**config.mk**
```make
export PLATFORM = sky130hd
export DESIGN_NAME = prio_q_sched_flat
export DESIGN_NICKNAME = d
export VERILOG_FILES = /design/src/rtl/prio_q_sched_if.sv /design/src/rtl/prio_q_sched.sv /design/src/flat_wrapper.sv
export SDC_FILE = /design/constraint.sdc
export NUM_CORES = 1
export LEC_CHECK = 0
export ABC_CLOCK_PERIOD_IN_PS = 5500
export CAP_MARGIN = 20
export CORE_AREA = 3 3 179 181
export CTS_CLUSTER_DIAMETER = 150
export CTS_CLUSTER_SIZE = 30
export DETAILED_ROUTE_END_ITERATION = 16
export DIE_AREA = 0 0 182 184
export PLACE_DENSITY_LB_ADDON = 0.25
export SLEW_MARGIN = 20
export SYNTH_ARGS = -nofsm -noshare
export SYNTH_HDL_FRONTEND = slang
export SYNTH_SLANG_ARGS = --single-unit
```
**constraint.sdc**
```tcl
create_clock -name CLK -period 5.5 [get_ports CLK]
set_input_delay 0.825 -clock CLK [delete_from_list [all_inputs] [get_ports CLK]]
set_output_delay 0.825 -clock CLK [all_outputs]
set_load 0.05 [all_outputs]
```
**src/rtl/prio_q_sched_if.sv**
```systemverilog
// Bundles the scheduler's core-side, dispatcher-side and queue-side signals.
// slave = scheduler view, master = surrounding cores/dispatcher/queue view.
interface prio_q_sched_if #(
  parameter int NC = 4,
  parameter int DW = 64,
  parameter int HD = 5
);
  logic [NC-1:0]    enq_valid;
  logic [NC*DW-1:0] enq_data;
  logic [NC-1:0]    enq_ready;
  logic             deq_valid;
  logic [DW-1:0]    deq_data;
  logic             deq_ready;
  logic             drain;
  logic             drain_done;
  logic             q_enq;
  logic             q_deq;
  logic [DW-1:0]    q_inp_data;
  logic [DW-1:0]    q_out_data;
  logic [HD-1:0]    q_count;

  modport slave (
    input  enq_valid, enq_data, deq_ready, drain, q_out_data, q_count,
    output enq_ready, deq_valid, deq_data, drain_done, q_enq, q_deq, q_inp_data
  );

  modport master (
    output enq_valid, enq_data, deq_ready, drain, q_out_data, q_count,
    input  enq_ready, deq_valid, deq_data, drain_done, q_enq, q_deq, q_inp_data
  );
endinterface

```
**src/rtl/prio_q_sched.sv**
```systemverilog
// Round-robin enqueue / single-consumer dequeue scheduler for the PDES event heap.
// Optional performance counters enabled by defining PRIOQ_SCHED_STATS_EN.
module prio_q_sched #(
  parameter int NC      = 4,
  parameter int DW      = 64,
  parameter int HD      = 5,
  parameter int DEQ_GAP = 1
) (
  input  logic             CLK,
  input  logic             rst,
  prio_q_sched_if.slave    bus
`ifdef PRIOQ_SCHED_STATS_EN
  ,
  output logic [31:0]      stat_enq,
  output logic [31:0]      stat_deq,
  output logic [31:0]      stat_full
`endif
);

  localparam int PW = (NC > 1) ? $clog2(NC) : 1;
  localparam logic [HD-1:0] CAP = '1;

  typedef enum logic {RUN, GAP} state_t;

  state_t        state_q, state_d;
  logic [1:0]    gap_cnt_q, gap_cnt_d;
  logic          pri_q, pri_d;
  logic [PW-1:0] rr_ptr_q, rr_ptr_d;

  logic          win_found;
  logic [PW-1:0] win_idx;
  logic [PW-1:0] cand_idx;
  logic          run, full;
  logic          enq_elig, deq_elig, contested;
  logic          enq_take, deq_take;
  logic [NC-1:0] enq_ready_w;
  logic [DW-1:0] inp_data_w;

  always_comb begin
    state_d   = state_q;
    gap_cnt_d = gap_cnt_q;
    pri_d     = pri_q;
    rr_ptr_d  = rr_ptr_q;
    win_found = 1'b0;
    win_idx   = '0;
    cand_idx  = '0;
    enq_ready_w = '0;
    inp_data_w  = '0;

    // first requesting core at or after the pointer, wrapping at NC
    for (int unsigned i = 0; i < NC; i++) begin
      cand_idx = PW'((32'(rr_ptr_q) + i) % NC);
      if (!win_found && bus.enq_valid[cand_idx]) begin
        win_found = 1'b1;
        win_idx   = cand_idx;
      end
    end

    run       = (state_q == RUN) && !rst;
    full      = (bus.q_count == CAP);
    enq_elig  = run && win_found && !full && !bus.drain;
    deq_elig  = run && (bus.q_count != '0);
    contested = enq_elig && deq_elig && bus.deq_ready;
    deq_take  = deq_elig && bus.deq_ready && !(contested && pri_q);
    enq_take  = enq_elig && !deq_take;

    if (contested) pri_d = !pri_q;

    if (enq_take) begin
      enq_ready_w[win_idx] = 1'b1;
      inp_data_w = bus.enq_data[32'(win_idx)*DW +: DW];
      rr_ptr_d   = (win_idx == PW'(NC - 1)) ? '0 : win_idx + 1'b1;
    end

    case (state_q)
      RUN: begin
        if (deq_take && DEQ_GAP > 0) begin
          state_d   = GAP;
          gap_cnt_d = 2'(DEQ_GAP);
        end
      end
      GAP: begin
        if (gap_cnt_q <= 2'd1) begin
          state_d   = RUN;
          gap_cnt_d = '0;
        end else begin
          gap_cnt_d = gap_cnt_q - 2'd1;
        end
      end
      default: state_d = RUN;
    endcase
  end

  always_ff @(posedge CLK) begin
    if (rst) begin
      state_q   <= RUN;
      gap_cnt_q <= '0;
      pri_q     <= 1'b0;
      rr_ptr_q  <= '0;
    end else begin
      state_q   <= state_d;
      gap_cnt_q <= gap_cnt_d;
      pri_q     <= pri_d;
      rr_ptr_q  <= rr_ptr_d;
    end
  end

  assign bus.enq_ready  = enq_ready_w;
  assign bus.deq_valid  = deq_elig;
  assign bus.deq_data   = bus.q_out_data;
  assign bus.q_enq      = enq_take;
  assign bus.q_deq      = deq_take;
  assign bus.q_inp_data = inp_data_w;
  assign bus.drain_done = bus.drain && (bus.q_count == '0) && !rst;

`ifdef PRIOQ_SCHED_STATS_EN
  logic [31:0] stat_enq_q, stat_enq_d;
  logic [31:0] stat_deq_q, stat_deq_d;
  logic [31:0] stat_full_q, stat_full_d;

  always_comb begin
    stat_enq_d  = stat_enq_q;
    stat_deq_d  = stat_deq_q;
    stat_full_d = stat_full_q;
    if (enq_take && stat_enq_q != '1) stat_enq_d = stat_enq_q + 32'd1;
    if (deq_take && stat_deq_q != '1) stat_deq_d = stat_deq_q + 32'd1;
    if ((bus.enq_valid != '0) && full && stat_full_q != '1) stat_full_d = stat_full_q + 32'd1;
  end

  always_ff @(posedge CLK) begin
    if (rst) begin
      stat_enq_q  <= '0;
      stat_deq_q  <= '0;
      stat_full_q <= '0;
    end else begin
      stat_enq_q  <= stat_enq_d;
      stat_deq_q  <= stat_deq_d;
      stat_full_q <= stat_full_d;
    end
  end

  assign stat_enq  = stat_enq_q;
  assign stat_deq  = stat_deq_q;
  assign stat_full = stat_full_q;
`endif

endmodule
```
**src/flat_wrapper.sv**
```systemverilog
// flat-port wrapper written by rule: the top's interface ports become plain ports
module prio_q_sched_flat 
#(
  parameter int NC      = 4,
  parameter int DW      = 64,
  parameter int HD      = 5,
  parameter int DEQ_GAP = 1
)
  (CLK, rst, bus_enq_valid, bus_enq_data, bus_deq_ready, bus_drain, bus_q_out_data, bus_q_count, bus_enq_ready, bus_deq_valid, bus_deq_data, bus_drain_done, bus_q_enq, bus_q_deq, bus_q_inp_data);
  prio_q_sched_if #(.NC(NC), .DW(DW), .HD(HD)) bus_i ();
  input  logic CLK;
  input  logic rst;
  input wire logic [$bits(bus_i.enq_valid)-1:0] bus_enq_valid;
  input wire logic [$bits(bus_i.enq_data)-1:0] bus_enq_data;
  input wire logic [$bits(bus_i.deq_ready)-1:0] bus_deq_ready;
  input wire logic [$bits(bus_i.drain)-1:0] bus_drain;
  input wire logic [$bits(bus_i.q_out_data)-1:0] bus_q_out_data;
  input wire logic [$bits(bus_i.q_count)-1:0] bus_q_count;
  output wire logic [$bits(bus_i.enq_ready)-1:0] bus_enq_ready;
  output wire logic [$bits(bus_i.deq_valid)-1:0] bus_deq_valid;
  output wire logic [$bits(bus_i.deq_data)-1:0] bus_deq_data;
  output wire logic [$bits(bus_i.drain_done)-1:0] bus_drain_done;
  output wire logic [$bits(bus_i.q_enq)-1:0] bus_q_enq;
  output wire logic [$bits(bus_i.q_deq)-1:0] bus_q_deq;
  output wire logic [$bits(bus_i.q_inp_data)-1:0] bus_q_inp_data;
  assign bus_i.enq_valid = bus_enq_valid;
  assign bus_i.enq_data = bus_enq_data;
  assign bus_i.deq_ready = bus_deq_ready;
  assign bus_i.drain = bus_drain;
  assign bus_i.q_out_data = bus_q_out_data;
  assign bus_i.q_count = bus_q_count;
  assign bus_enq_ready = bus_i.enq_ready;
  assign bus_deq_valid = bus_i.deq_valid;
  assign bus_deq_data = bus_i.deq_data;
  assign bus_drain_done = bus_i.drain_done;
  assign bus_q_enq = bus_i.q_enq;
  assign bus_q_deq = bus_i.q_deq;
  assign bus_q_inp_data = bus_i.q_inp_data;
  prio_q_sched #(.NC(NC), .DW(DW), .HD(HD), .DEQ_GAP(DEQ_GAP)) u_core (.CLK(CLK), .rst(rst), .bus(bus_i));
endmodule
```
# Yosys cells after proc, flatten, opt, wreduce, memory -nomap -nowiden
# Cells that the tools add are included.
totals:
  output_inout_bits: 136
  in_bits: 333
  regBits: 6
  elab_cells: 76
classes:
  shift: 1
  addsub: 5
  magnitude_cmp: 7
  bitwise_logic: 1
  n_reduce_logical: 28
  n_mux: 27
  eq_ne: 3
ops:
  columns: ["operator", "count"]
  rows:
  - ["$shiftx 256x9->64", 1]
  - ["$mux 64", 1]
  - ["$logic_and 1x1->1", 17]
  - ["$lt 2x3->1 const B", 5]
  - ["$mux 2", 7]
  - ["$mux 1", 11]
  - ["$logic_not 1->1", 9]
  - ["$bmux 1 s2", 4]
  - ["$eq 5x5->1 const B", 1]
  - ["$logic_not 5->1", 1]
  - ["$reduce_bool 5->1", 1]
  - ["$add 2x1->2 const B", 2]
  - ["$add 2x2->2 const B", 2]
  - ["$mux 4", 1]
  - ["$pmux 2 s2", 1]
  - ["$demux 1 s2", 1]
  - ["$eq 2x2->1 const B", 1]
  - ["$ge 2x1->1 const B", 1]
  - ["$le 2x1->1 const B", 1]
  - ["$ne 2x2->1 const B", 1]
  - ["$pmux 1 s2", 1]
  - ["$sub 2x1->2 const B", 1]
  - ["$not 1->1", 1]

# Logic depth before layout (Yosys ltp)
# Gate-level depths: netlist of the first run.
logic_depth:
  depth_word: 23
  mapped_depth: 9
  ltp_nobuf: 7

# Least setup slack after synthesis of the first run
# OpenSTA, ideal clock, no wires.
synth_path:
  path_kind: "in2out"
  from: "in bus_q_count[1]"
  to: "out bus_drain_done"
  n_path_buf: 0
  arrival_time_ns: 3.034
  t_required_ns: 4.675
  path_stages: 2
  slack_ns: 1.641
  path_cell_list: "or4_4 -> nor4b_1"
synth_between:
  elab_chain_len: 3
synth_lines:
  columns: ["element", "line", "rtl"]
  rows:
  - ["start, declared", "flat_wrapper.sv:18", "input wire logic [$bits(bus_i.q_count)-1:0] bus_q_count;"]
  - ["$logic_not 5->1", "prio_q_sched.sv:114", "assign bus.drain_done = bus.drain && (bus.q_count == '0) && !rst;"]
  - ["$logic_and 1x1->1 (2 in series)", "prio_q_sched.sv:114", null]
  - ["end, declared", "flat_wrapper.sv:22", "output wire logic [$bits(bus_i.drain_done)-1:0] bus_drain_done;"]
# No other way between the ends.

# Worst setup path in the final report of the first run
layout_path:
  from: "in bus_q_count[3]"
  to: "out bus_q_inp_data[8]"
layout_between:
  elab_chain_len: 12
  word_cells_on_any_way: 15
  classes_between: "eq/ne: 1; mux: 1; reduce/logical: 13"
layout_lines:
  columns: ["element", "line", "rtl"]
  rows:
  - ["$eq 5x5->1", "prio_q_sched.sv:60", "full = (bus.q_count == CAP);"]
  - ["$logic_not 1->1", "prio_q_sched.sv:61", "enq_elig = run && win_found && !full && !bus.drain;"]
  - ["$logic_and 1x1->1 (2 in series)", "prio_q_sched.sv:61", null]
  - ["$logic_and 1x1->1 (2 in series)", "prio_q_sched.sv:63", "contested = enq_elig && deq_elig && bus.deq_ready;"]
  - ["$logic_and 1x1->1", "prio_q_sched.sv:64", "deq_take = deq_elig && bus.deq_ready && !(contested && pri_q);"]
  - ["$logic_not 1->1", "prio_q_sched.sv:64", null]
  - ["$logic_and 1x1->1", "prio_q_sched.sv:64", null]
  - ["$logic_not 1->1", "prio_q_sched.sv:65", "enq_take = enq_elig && !deq_take;"]
  - ["$logic_and 1x1->1 (*)", "prio_q_sched.sv:65", null]
  - ["$mux 64 (*)", "prio_q_sched.sv:69", "if (enq_take) begin"]
  - ["end, declared", "flat_wrapper.sv:25", "output wire logic [$bits(bus_i.q_inp_data)-1:0] bus_q_inp_data;"]
# Mark *: on every way between the ends. The rest lies on a longest branch, timed or not.

==> reports/metrics.yaml, run 1 <==
status: "completed"
ctsResizeCount: 0
vdd_ir_drop_max_mv: 0.104
grtUsageMet3_pct: 3.07
clkTransAtPathRegs_ps: 30
slew_headroom_pct: 61.5
syn-num-nets: 678
stdcell_area_mm2: 0.00606
final_cells: 992
ff2ff_setup_slack_ps: 3720
clock_latency_ps: 230
coreArea_mm2: 0.0306
io_pins: 469
syn_area_mm2: 0.00283
path_cells: "clkdlybuf4s50_1, and4_1, a211oi_1, o211a_4, nand2_4, o22ai_1, clkdlybuf4s50_1"
diodes: 0
cp_slowest_cell: "clkdlybuf4s50_1"
hp-start: "u_core.gap_cnt_q[1]"
syn_area_per_cell_um2: 8.31
r2r-start: "u_core.rr_ptr_q[1]"
synthCells: 341
synth.largest_area_cell: "mux2i_1"
drc_errors: 0
cts_setup_buffers: 0
period_needed_ps: 4540
grt-ovfl-total: 0
worstSetupEndpointType: "output port"
dpl-instance-area_mm2: 0.00599
reg2reg_depth: 5
multi_input_area_mm2: 0.00203
layout_common_cells: "282 x clkdlybuf4s50_1, 128 x mux2i_1, 64 x o22ai_1"
area_growth_syn_to_layout_pct: 114
synthArstFlopShare_pct: 0
drt-vias-per-instance: 3.62
holdPathEnd: "u_core.gap_cnt_q[1]"
grt_max_degree: 57
fin_crit_sh_pct: 82.5
ys_ff_latch: 6
synth-edff-count: 0
initial_core_util_pct: 9.26
die_x_um: 182
slew_violations: 0
clockBufferDepth: 2
dp_hpwl_um: 12800
skew_ps: 0.695
track_usage_pct: 8.13
crit_family: "buffers and inverters"
met2_usage_pct: 14.9
synth_cell_types: 33
arrival_ps: 3710
dpl.cell_count: 989
setup_tns_ps: 0
dr_total_vias: 3590
die_area_mm2: 0.0335
max_freq_mhz: 220
ant_nets: 0
finish.net_count: 935
r2r_end: "u_core.rr_ptr_q[1]"
hold_depth: 1
critPathRequiredTime_ps: 4680
firstDrtPassIters: 4
globalplace.congestion: 0.737
fillers: 3416
use_met1_pct: 9.25
tightest_slew_ps: 576
grt_pass1_vias: 3739
routed_wl_um: 15500
synth_top_area_share_pct: 45.2
netlist_top_cells_area: "mux2i_1 45%, buf_4 17%, o22ai_1 14%"
antenna_found_initial: 1
grt_busiest_layer: "met2"
critPathMaxFanout: 40
register_area_um2: 120
ys_seq_area_share_pct: 4.24
cp_common_cell: "clkdlybuf4s50_1"
io_buffers: 340
final-hold-violation-count: 0
grt_pass1_wl_um: 21600
setup_viol: 0
cts_tree: "built"
power.density_mw_per_mm2: 121
rows: 64
drtIter0Drc: 101
synth-main-ff-cell: "dfxtp_1"
cts_hold_buf: 0
critPathKind: "in2out"
startpoint_type: "input port"
htreeDepth: 1
slowest_delay_ps: 840
final_common_cell: "clkdlybuf4s50_1"
wire_per_inst_um: 15.6
rsz0062_at_grt: "no"
total_power_uw: 733
final_layout_size_suffix_gt1_share_pct: 12.4
clock_sinks: 6
synth-warning-count: 0
drv_cap: 0
cts_made_buffers: 3
cts-root-buf: "clkbuf_16"
hold_path_class: "reg2reg"
power.leakage_uw: 0.00226
die_y_um: 184
path_buf_inv: 2
logic make-up after synthesis:
family	share of synthesized area (%)
AND/OR/NAND/NOR	5.17
flip-flops	4.24
AO/OA/AOI/OAI	19.0
buffers and inverters	24.2
adder cells (fa/ha/maj)	1.77
multiplexers	45.2
XOR/XNOR	0.309
metal layers:
metal	part of all wire [%]	vias to the layer above
met5	0.058	-
met4	0.90	2
met3	11	20
li1	-	1741
met1	38	1595
met2	50	232
state kept, by name, indices dropped and copies added (netlist names):
signal	flops
u_core.gap_cnt_q	2
u_core.state_q	1
u_core.pri_q	1
u_core.rr_ptr_q	2
final cells by class:
cell class              count  area share [%]
clock buffers               3            1.24
inverters                   5           0.309
multi-input cells         237            33.5
well taps                 396            8.17
flip-flops and latches      6            1.98
repair buffers            345            54.8
synth_stat cells (2+ instances only):
cell / number
and2_1: 4
a211oi_1: 2
dfxtp_1: 6
nor4b_1: 2
ha_1: 4
nand2b_1: 2
inv_1: 5
mux2i_1: 128
a21oi_1: 6
buf_6: 7
o22ai_1: 64
nor2_1: 7
buf_4: 64
buf_2: 21
worst max-delay path by stage:
stage / slack, ps / from / end / cells after the start
5_1_grt: 720 / bus_enq_valid[0] / bus_q_inp_data[8] / 7
4_1_cts: 920 / bus_enq_valid[0] / bus_q_inp_data[13] / 7
2_1_floorplan: 1640 / bus_q_count[1] / bus_drain_done / 2
3_3_place_gp: 960 / bus_q_count[1] / bus_q_inp_data[14] / 7
6_report: 960 / bus_q_count[3] / bus_q_inp_data[8] / 7
3_5_place_dp: 920 / bus_enq_valid[0] / bus_q_inp_data[13] / 7
per-stage QoR:
stage | setup WS, ps | hold WS [ps] | util [%]
floorplan | 1640 | 472 | -
global placement | 957 | 490 | 19.6
detailed placement | 924 | 495 | 19.6
CTS | 915 | 499 | 19.8
global route | 719 | 516 | 19.8
finish | 962 | 497 | 19.8
power breakdown:
| part | total (µW) | switching [µW] | leakage [µW] | internal (µW) |
|---|---|---|---|---|
| sequential | 49.9 | 3.26 | 0.0000491 | 46.7 |
| combinational | 566 | 263 | 0.00217 | 304 |
| clock | 116 | 23.0 | 0.0000370 | 93.2 |
(Power assumes the default switching activity.)
==> inputs of run 2 (changes only) <==
--- a/config.mk
+++ b/config.mk
@@ -5,7 +5,7 @@
 export SDC_FILE = /design/constraint.sdc
 export NUM_CORES = 1
 export LEC_CHECK = 0
-export ABC_CLOCK_PERIOD_IN_PS = 5500
+export ABC_CLOCK_PERIOD_IN_PS = 4000
 export CAP_MARGIN = 20
 export CORE_AREA = 3 3 179 181
 export CTS_CLUSTER_DIAMETER = 150
==> constraint.sdc (replaced) <==
create_clock -name CLK -period 4 [get_ports CLK]
set_input_delay 0.6 -clock CLK [delete_from_list [all_inputs] [get_ports CLK]]
set_output_delay 0.6 -clock CLK [all_outputs]
set_load 0.05 [all_outputs]
==> run 2 against run 1 <==
Die area did not move. Wire length increased by 1.8%. Design area up 14%. Utilization increased by 2.7 points. Critical path type unchanged. Critical endpoint is now bus_q_deq.
==> reports/metrics.yaml, run 2 (synthesis results as in run 1) <==
status: "completed"
layout_common_cells: "272 x clkdlybuf4s50_1, 128 x mux2i_1, 67 x buf_12"
drc_errors: 0
antenna_found_initial: 0
vdd_ir_drop_max_mv: 0.147
ant_nets: 0
reg2reg_depth: 6
skew_ps: 0.681
reg_top3: "u_core.gap_cnt_q x2, u_core.rr_ptr_q x2"
slew_violations: 0
worstSetupEndpointType: "output port"
internal_power_uw: 699
power.density_mw_per_mm2: 162
setup_viol: 0
die_x_um: 182
tightest_slew_ps: 588
finish.net_count: 941
r2r-start: "u_core.rr_ptr_q[1]"
initial_core_util_pct: 9.26
cts-root-buf: "clkbuf_16"
cts_made_buffers: 3
drtIter0Drc: 49
grt_max_degree: 52
die_area_mm2: 0.0335
fin_crit_sh_pct: 92.9
clkPwrFrac_pct: 14.2
power.leakage_uw: 0.00250
diodes: 0
track_usage_pct: 8.42
grt-ovfl-total: 0
switching_power_uw: 420
ff2ff_setup_slack_ps: 2280
startpoint_type: "input port"
period_needed_ps: 3720
place_ws_ps: 274
clkTransAtPathRegs_ps: 30
cts_tree: "built"
rows: 64
pwr-share-seq_pct: 6.2
final_layout_size_suffix_gt1_share_pct: 15.0
clockBufferDepth: 2
drt-vias-per-instance: 3.58
setup_ws_ps: 284
slew_headroom_pct: 60.6
clock_latency_ps: 220
cts_setup_buffers: 0
io_pins: 469
rsz0062_at_grt: "no"
max_freq_mhz: 269
globalplace.congestion: 0.712
die_y_um: 184
final-hold-violation-count: 0
coreArea_mm2: 0.0306
r2r_end: "u_core.rr_ptr_q[1]"
setup_tns_ps: 0
cts_hold_buf: 0
grt_pass1_vias: 3725
routed_wl_um: 15800
grt_pass1_wl_um: 22400
swShare_pct: 37.6
htreeDepth: 1
crit_end: "bus_q_deq"
io_buffers: 340
arrival_ps: 3120
final_common_cell: "clkdlybuf4s50_1"
ctsResizeCount: 0
area_growth_syn_to_layout_pct: 144
dp_hpwl_um: 13600
critPathMaxFanout: 5
fillers: 3332
hold_path_class: "reg2reg"
firstDrtPassIters: 4
critPathKind: "in2out"
comb_power_share_pct: 79.6
dr_total_vias: 3572
drv_cap: 0
clock_sinks: 6
wire_per_inst_um: 15.8
cp-startpoint: "bus_enq_valid[0]"
critPathRequiredTime_ps: 3400
## run 2: how the worst min path moves through the flow
stage / startpoint / endpoint / cells after the start / slack, ps
floorplan: u_core.gap_cnt_q[1] / u_core.state_q / 2 / 470
global placement: u_core.gap_cnt_q[1] / u_core.gap_cnt_q[1] / 1 / 490
detailed placement: u_core.gap_cnt_q[1] / u_core.gap_cnt_q[1] / 1 / 500
CTS: u_core.gap_cnt_q[1] / u_core.gap_cnt_q[1] / 1 / 500
global route: u_core.gap_cnt_q[1] / u_core.gap_cnt_q[1] / 1 / 530
finish: u_core.gap_cnt_q[1] / u_core.gap_cnt_q[1] / 1 / 500
## run 2: area by class of cell
cell class / count / area, µm² / area share, %
multi-input combinational: 237 / 2030 / 29.5
clock buffer: 3 / 75.1 / 1.09
sequential: 6 / 120 / 1.74
timing repair buffer: 351 / 4150 / 60.2
tap: 396 / 495 / 7.18
inverter: 5 / 18.8 / 0.272
## run 2: power by group through the flow
stage / registers (µW) / clock network (µW) / logic [µW]
global route: 69.5 / 168 / 944
CTS: 69.0 / 162 / 907
global placement: 69.6 / 0 / 904
detailed placement: 69.8 / 0 / 904
finish: 69.1 / 159 / 891
floorplan: 68.4 / 0 / 574
## run 2: metal layers
layer	up-vias	global-route usage [%]	wire length (µm)
li1	1752	-	-
met1	1573	10.3	6230
met2	233	14.7	7800
met3	14	3.11	1640
met4	0	0.853	123
met5	-	0	0
## run 2: critical path, stage by stage
cell	delay, ps
clkdlybuf4s50_1	490
nor4_1	360
a211oi_1	170
a2111oi_2	590
clkdlybuf4s50_1	910
## run 2: stage by stage
step / std cells / area [µm²] / hold WS (ps) / utilization, % / power [µW]
finish: 998 / 6900 / 499 / 22.5 / 1120
CTS: 998 / 6900 / 500 / 22.5 / 1140
global route: 998 / 6900 / 533 / 22.5 / 1180
detailed placement: 995 / 6820 / 496 / 22.3 / 974
global placement: 995 / 6820 / 489 / 22.3 / 974
floorplan: 341 / 2830 / 472 / - / 642
==> inputs of run 3 (changes only) <==
--- a/config.mk
+++ b/config.mk
@@ -5,13 +5,13 @@
 export SDC_FILE = /design/constraint.sdc
 export NUM_CORES = 1
 export LEC_CHECK = 0
-export ABC_CLOCK_PERIOD_IN_PS = 4000
+export ABC_CLOCK_PERIOD_IN_PS = 3700
 export CAP_MARGIN = 20
-export CORE_AREA = 3 3 179 181
+export CORE_AREA = 3 3 181 183
 export CTS_CLUSTER_DIAMETER = 150
 export CTS_CLUSTER_SIZE = 30
 export DETAILED_ROUTE_END_ITERATION = 16
-export DIE_AREA = 0 0 182 184
+export DIE_AREA = 0 0 184 186
 export PLACE_DENSITY_LB_ADDON = 0.25
 export SLEW_MARGIN = 20
 export SYNTH_ARGS = -nofsm -noshare
==> constraint.sdc (replaced) <==
create_clock -name CLK -period 3.7 [get_ports CLK]
set_input_delay 0.555 -clock CLK [delete_from_list [all_inputs] [get_ports CLK]]
set_output_delay 0.555 -clock CLK [all_outputs]
set_load 0.05 [all_outputs]
==> run 3 against run 2 <==
Flip-flop and latch count is the same. Critical endpoint is now bus_q_inp_data[24]. Critical path type unchanged. Hold slack improved by 5.3 ps. Largest cell class unchanged. Clock skew barely moved. Non-clock buffer count grew 2. Die area is 2.2% higher. Largest power group unchanged. Power grew 9.3%.
==> reports/metrics.yaml, run 3 (synthesis results as in run 1) <==
cts_made_buffers: 3
die_x_um: 184
path_buf_inv: 3
drv_cap: 0
path_cells: "clkdlybuf4s50_1, and4_1, a211oi_1, o211a_4, nand2_2, buf_12, o22ai_1, buf_12"
drtIter0Drc: 112
die_area_mm2: 0.0342
reg_top3: "u_core.gap_cnt_q x2, u_core.rr_ptr_q x2"
cts_setup_buffers: 0
area_growth_syn_to_layout_pct: 146
hold_slack_ps: 505
cp_slowest_cell: "a211oi_1"
dr_total_vias: 3641
setup_tns_ps: 0
coreArea_mm2: 0.0314
cts_hold_buf: 0
hold_path_class: "reg2reg"
ant_nets: 0
cp_common_cell: "buf_12"
track_usage_pct: 8.37
antenna_found_initial: 1
layout_common_cells: "270 x clkdlybuf4s50_1, 128 x mux2i_1, 72 x buf_12"
routed_wl_um: 16100
power.leakage_uw: 0.00254
firstDrtPassIters: 4
clock_sinks: 6
crit_family: "compound AO/OA/AOI/OAI gates"
max_freq_mhz: 283
startpoint_type: "input port"
tightest_slew_ps: 544
clockBufferDepth: 2
initial_core_util_pct: 9.02
grt_max_degree: 45
diodes: 0
dpl.cell_count: 1003
final-hold-violation-count: 0
dpl-instance-area_mm2: 0.00690
cts-root-buf: "clkbuf_16"
grt_pass1_vias: 3823
hold_depth: 1
slew_violations: 0
io_buffers: 340
slew_headroom_pct: 63.6
cp-startpoint: "bus_q_count[4]"
drc_errors: 0
grt-ovfl-total: 0
ctsResizeCount: 0
reg2reg_depth: 6
final_layout_size_suffix_gt1_share_pct: 15.6
finish.net_count: 943
rows: 65
clock_latency_ps: 230
final_common_cell: "clkdlybuf4s50_1"
skew_ps: 0.958
power.density_mw_per_mm2: 175
htreeDepth: 1
final_cells: 1006
r2r_end: "u_core.rr_ptr_q[1]"
fillers: 3406
critPathRequiredTime_ps: 3140
cts_tree: "built"
fin_crit_sh_pct: 95.4
dp_hpwl_um: 14000
globalplace.congestion: 0.735
clkTransAtPathRegs_ps: 30
holdPathEnd: "u_core.gap_cnt_q[1]"
critPathMaxFanout: 32
wire_per_inst_um: 16.0
r2r-start: "u_core.rr_ptr_q[1]"
slowest_delay_ps: 490
hp-start: "u_core.gap_cnt_q[1]"
vdd_ir_drop_max_mv: 0.177
post-route-util_pct: 22.2
critPathKind: "in2out"
arrival_ps: 2980
worstSetupEndpointType: "output port"
period_needed_ps: 3530
stdcell_area_mm2: 0.00698
drt-vias-per-instance: 3.62
grt_pass1_wl_um: 22300
ff2ff_setup_slack_ps: 2090
die_y_um: 186
setup_viol: 0
status: "completed"
io_pins: 469
rsz0062_at_grt: "no"
## run 3: cell type report
cell class / count / area (µm²) / share of cell area [%]
timing repair buffer: 353 / 4230 / 60.6
inverter: 5 / 18.8 / 0.269
clock buffer: 3 / 75.1 / 1.08
multi-input combinational: 237 / 2030 / 29.2
tap: 402 / 503 / 7.21
sequential: 6 / 120 / 1.72
## run 3: worst max-delay path by stage
stage | slack, ps | depth (start not counted) | end
after CTS | 180 | 8 | bus_q_inp_data[28]
after floorplan | 380 | 2 | bus_drain_done
after global placement | 190 | 8 | bus_q_inp_data[17]
after detailed placement | 200 | 8 | bus_q_inp_data[0]
final | 170 | 8 | bus_q_inp_data[24]
after global routing | 40 | 8 | bus_q_inp_data[15]
## run 3: per-stage QoR
stage / total power [µW] / worst slack (ps)
floorplan: 694 / 381
detailed placement: 1060 / 202
global placement: 1060 / 192
global route: 1290 / 38.5
CTS: 1240 / 182
finish: 1220 / 168
## run 3: per-layer routing
| metal | share of wire, % | vias to the layer above | track usage, % |
|---|---|---|---|
| li1 | - | 1753 | - |
| met1 | 37 | 1616 | 9.30 |
| met2 | 50 | 226 | 15.1 |
| met3 | 10 | 44 | 3.03 |
| met4 | 2.4 | 2 | 2.18 |
| met5 | 0.081 | - | 0 |
## run 3: where the power goes
| part | switching (µW) | internal (µW) | leakage [µW] | total, µW |
|---|---|---|---|---|
| sequential | 5.08 | 69.4 | 0.0000491 | 74.5 |
| combinational | 417 | 559 | 0.00245 | 976 |
| clock | 33.9 | 138 | 0.0000370 | 172 |
==> RTL change: new RTL, flow settings as in run 1 <==
`HD` is set to 5 in 3 places; all go to 10.
--- a/src/rtl/prio_q_sched_if.sv
+++ b/src/rtl/prio_q_sched_if.sv
@@ -4,5 +4,5 @@
   parameter int NC = 4,
   parameter int DW = 64,
-  parameter int HD = 5
+  parameter int HD = 10
 );
   logic [NC-1:0]    enq_valid;
--- a/src/rtl/prio_q_sched.sv
+++ b/src/rtl/prio_q_sched.sv
@@ -4,5 +4,5 @@
   parameter int NC      = 4,
   parameter int DW      = 64,
-  parameter int HD      = 5,
+  parameter int HD      = 10,
   parameter int DEQ_GAP = 1
 ) (
--- a/src/flat_wrapper.sv
+++ b/src/flat_wrapper.sv
@@ -4,5 +4,5 @@
   parameter int NC      = 4,
   parameter int DW      = 64,
-  parameter int HD      = 5,
+  parameter int HD      = 10,
   parameter int DEQ_GAP = 1
 )
Ports: changed (resized bus_q_count); port bits go from 469 to 474. No check against the original RTL was run, so the function may have changed too.
==> RTL change against run 1 <==
Setup slack improved by 0.24 ns; highest routed layer is now met4; synthesized area up 26%; sequential share of layout area is 0.21 points lower; total power up 24%; final area increased by 12%; wire length rose by 30%; clock skew grew 0.00068 ns; sequential cell count is the same.
==> RTL change: results (changes against run 1) <==
metric	value	unit	change
CP max-delay cell	o41ai_1		was clkdlybuf4s50_1
wire per inst	17.8	um	was 15.6 um
Worst R2R End	u_core.rr_ptr_q[0]		was u_core.rr_ptr_q[1]
TritonCTS buffer count	3		unchanged
Post-Route Skew	0.00138	ns	was 0.000695 ns
Antenna Cells	0		unchanged
CP max FO	35		was 40
Post-DP HPWL	15800	um	was 12800 um
drt initial violations	191		was 101
CP arrival	3.47	ns	was 3.71 ns
top cells by instance count after synthesis	nand2_1, buf_4, a211oi_1, and3_1, a311oi_2		was mux2i_1, buf_4, o22ai_1
critical path's top delay family	compound AO/OA/AOI/OAI gates		was buffers and inverters
Crit. Startpoint	bus_enq_valid[0]		was bus_q_count[3]
clock share of power	12.8	%	was 15.9%
wire length on met2	10000	um	was 7810 um
slowest stage delay, CP	0.67	ns	was 0.84 ns
Post-CTS Setup Inserts	0		unchanged
Synth Net Count	847		was 678
Reg clk slew, reported paths	0.03	ns	about the same
vias in the first global route	4910		was 3739
gp weighted congestion	0.730		was 0.737
setup TNS	0	ns	unchanged
IR drop worst, VDD	0.0620	mV	was 0.104 mV
reg2reg start	u_core.state_q		was u_core.rr_ptr_q[1]
sequential fraction of the synthesis area	3.37	%	was 4.24%
layout cells sized above 1	19.1	%	was 12.4%
Async SR Flop Fraction	0	%	unchanged
Unique masters post-synth	38		was 33
DR top layer	met4		was met5
synth warn	0		unchanged
CTS root buf	clkbuf_16		unchanged
status	finished, final reports clean		unchanged
switching share of total power	48.4	%	was 39.4%
Post-Route M1 WL	7920	um	was 5930 um
Top FF cell, synth	dfxtp_1		unchanged
Top Registers	u_core.gap_cnt_q (2), u_core.rr_ptr_q (2)		unchanged
MaxCap Viol Count	0		unchanged
CTS Buffer Depth	2		unchanged
R2R setup slack	3.19	ns	was 3.72 ns
Fill cells	3414		was 3416
Reg2Reg Depth	5		unchanged
DR WL met3	1840	um	was 1630 um
CP Capture Point	bus_q_inp_data[7]		was bus_q_inp_data[8]
first-pass GRT wire length	29100	um	was 21600 um
Leak	2.58	nW	was 2.26 nW
vias	4782		was 3590
gr usage total	10.9	%	was 8.13%
P_seq	0.0510	mW	was 0.0499 mW
Tightest Pin Transition	0.668	ns	was 0.576 ns
initial antenna violation count	0		was 1
Pre-antenna DRT Iters	4		unchanged
CTS resizes	0		unchanged
CTS HTree Levels	1		unchanged
Synth area leaders	a311oi_2, buf_4, a211oi_1, nand2_1, and3_1		was mux2i_1, buf_4, o22ai_1, dfxtp_1, buf_2
largest net degree at the start of global routing	71		was 57
# nets final	1084		was 935
I/O Buffers	345		was 340
## RTL change: logic make-up after synthesis
family                   synth area share, %
AO/OA/AOI/OAI                           41.1
XOR/XNOR                               0.245
adder cells (fa/ha/maj)                 1.40
buffers and inverters                   22.9
flip-flops                              3.37
AND/OR/NAND/NOR                         31.0
## RTL change: metrics by stage
| stage | std cells | area (um2) | total power [mW] | setup WS [ns] |
|---|---|---|---|---|
| detailed placement | 1133 | 6710 | 0.798 | 1.15 |
| global route | 1136 | 6780 | 0.967 | 1.02 |
| finish | 1136 | 6780 | 0.905 | 1.20 |
| global placement | 1133 | 6710 | 0.801 | 1.18 |
| CTS | 1136 | 6780 | 0.918 | 1.15 |
| floorplan | 505 | 3570 | 0.590 | 1.66 |
## RTL change: routing by layer
layer	vias up	global-route usage (%)
met5	-	0
met4	0	2.53
met3	32	2.93
met2	265	19.7
met1	2190	12.9
li1	2295	-
## RTL change: area by class of cell
type	instances	area, um2	share of cell area, %
flip-flops and latches	6	120	1.77
inverters	7	28.8	0.424
repair buffers	354	3400	50.1
multi-input cells	370	2660	39.3
well taps	396	495	7.30
clock buffers	3	75.1	1.11
## RTL change: how the worst min path moves through the flow
stage / from / to / slack [ns] / cells after the start
final: u_core.gap_cnt_q[1] / u_core.gap_cnt_q[1] / 0.48 / 1
after global routing: u_core.gap_cnt_q[1] / u_core.gap_cnt_q[1] / 0.50 / 1
after CTS: u_core.gap_cnt_q[1] / u_core.gap_cnt_q[1] / 0.48 / 1
after detailed placement: u_core.gap_cnt_q[1] / u_core.gap_cnt_q[1] / 0.47 / 1
after global placement: u_core.gap_cnt_q[1] / u_core.gap_cnt_q[1] / 0.47 / 1
after floorplan: u_core.gap_cnt_q[1] / u_core.gap_cnt_q[1] / 0.46 / 1
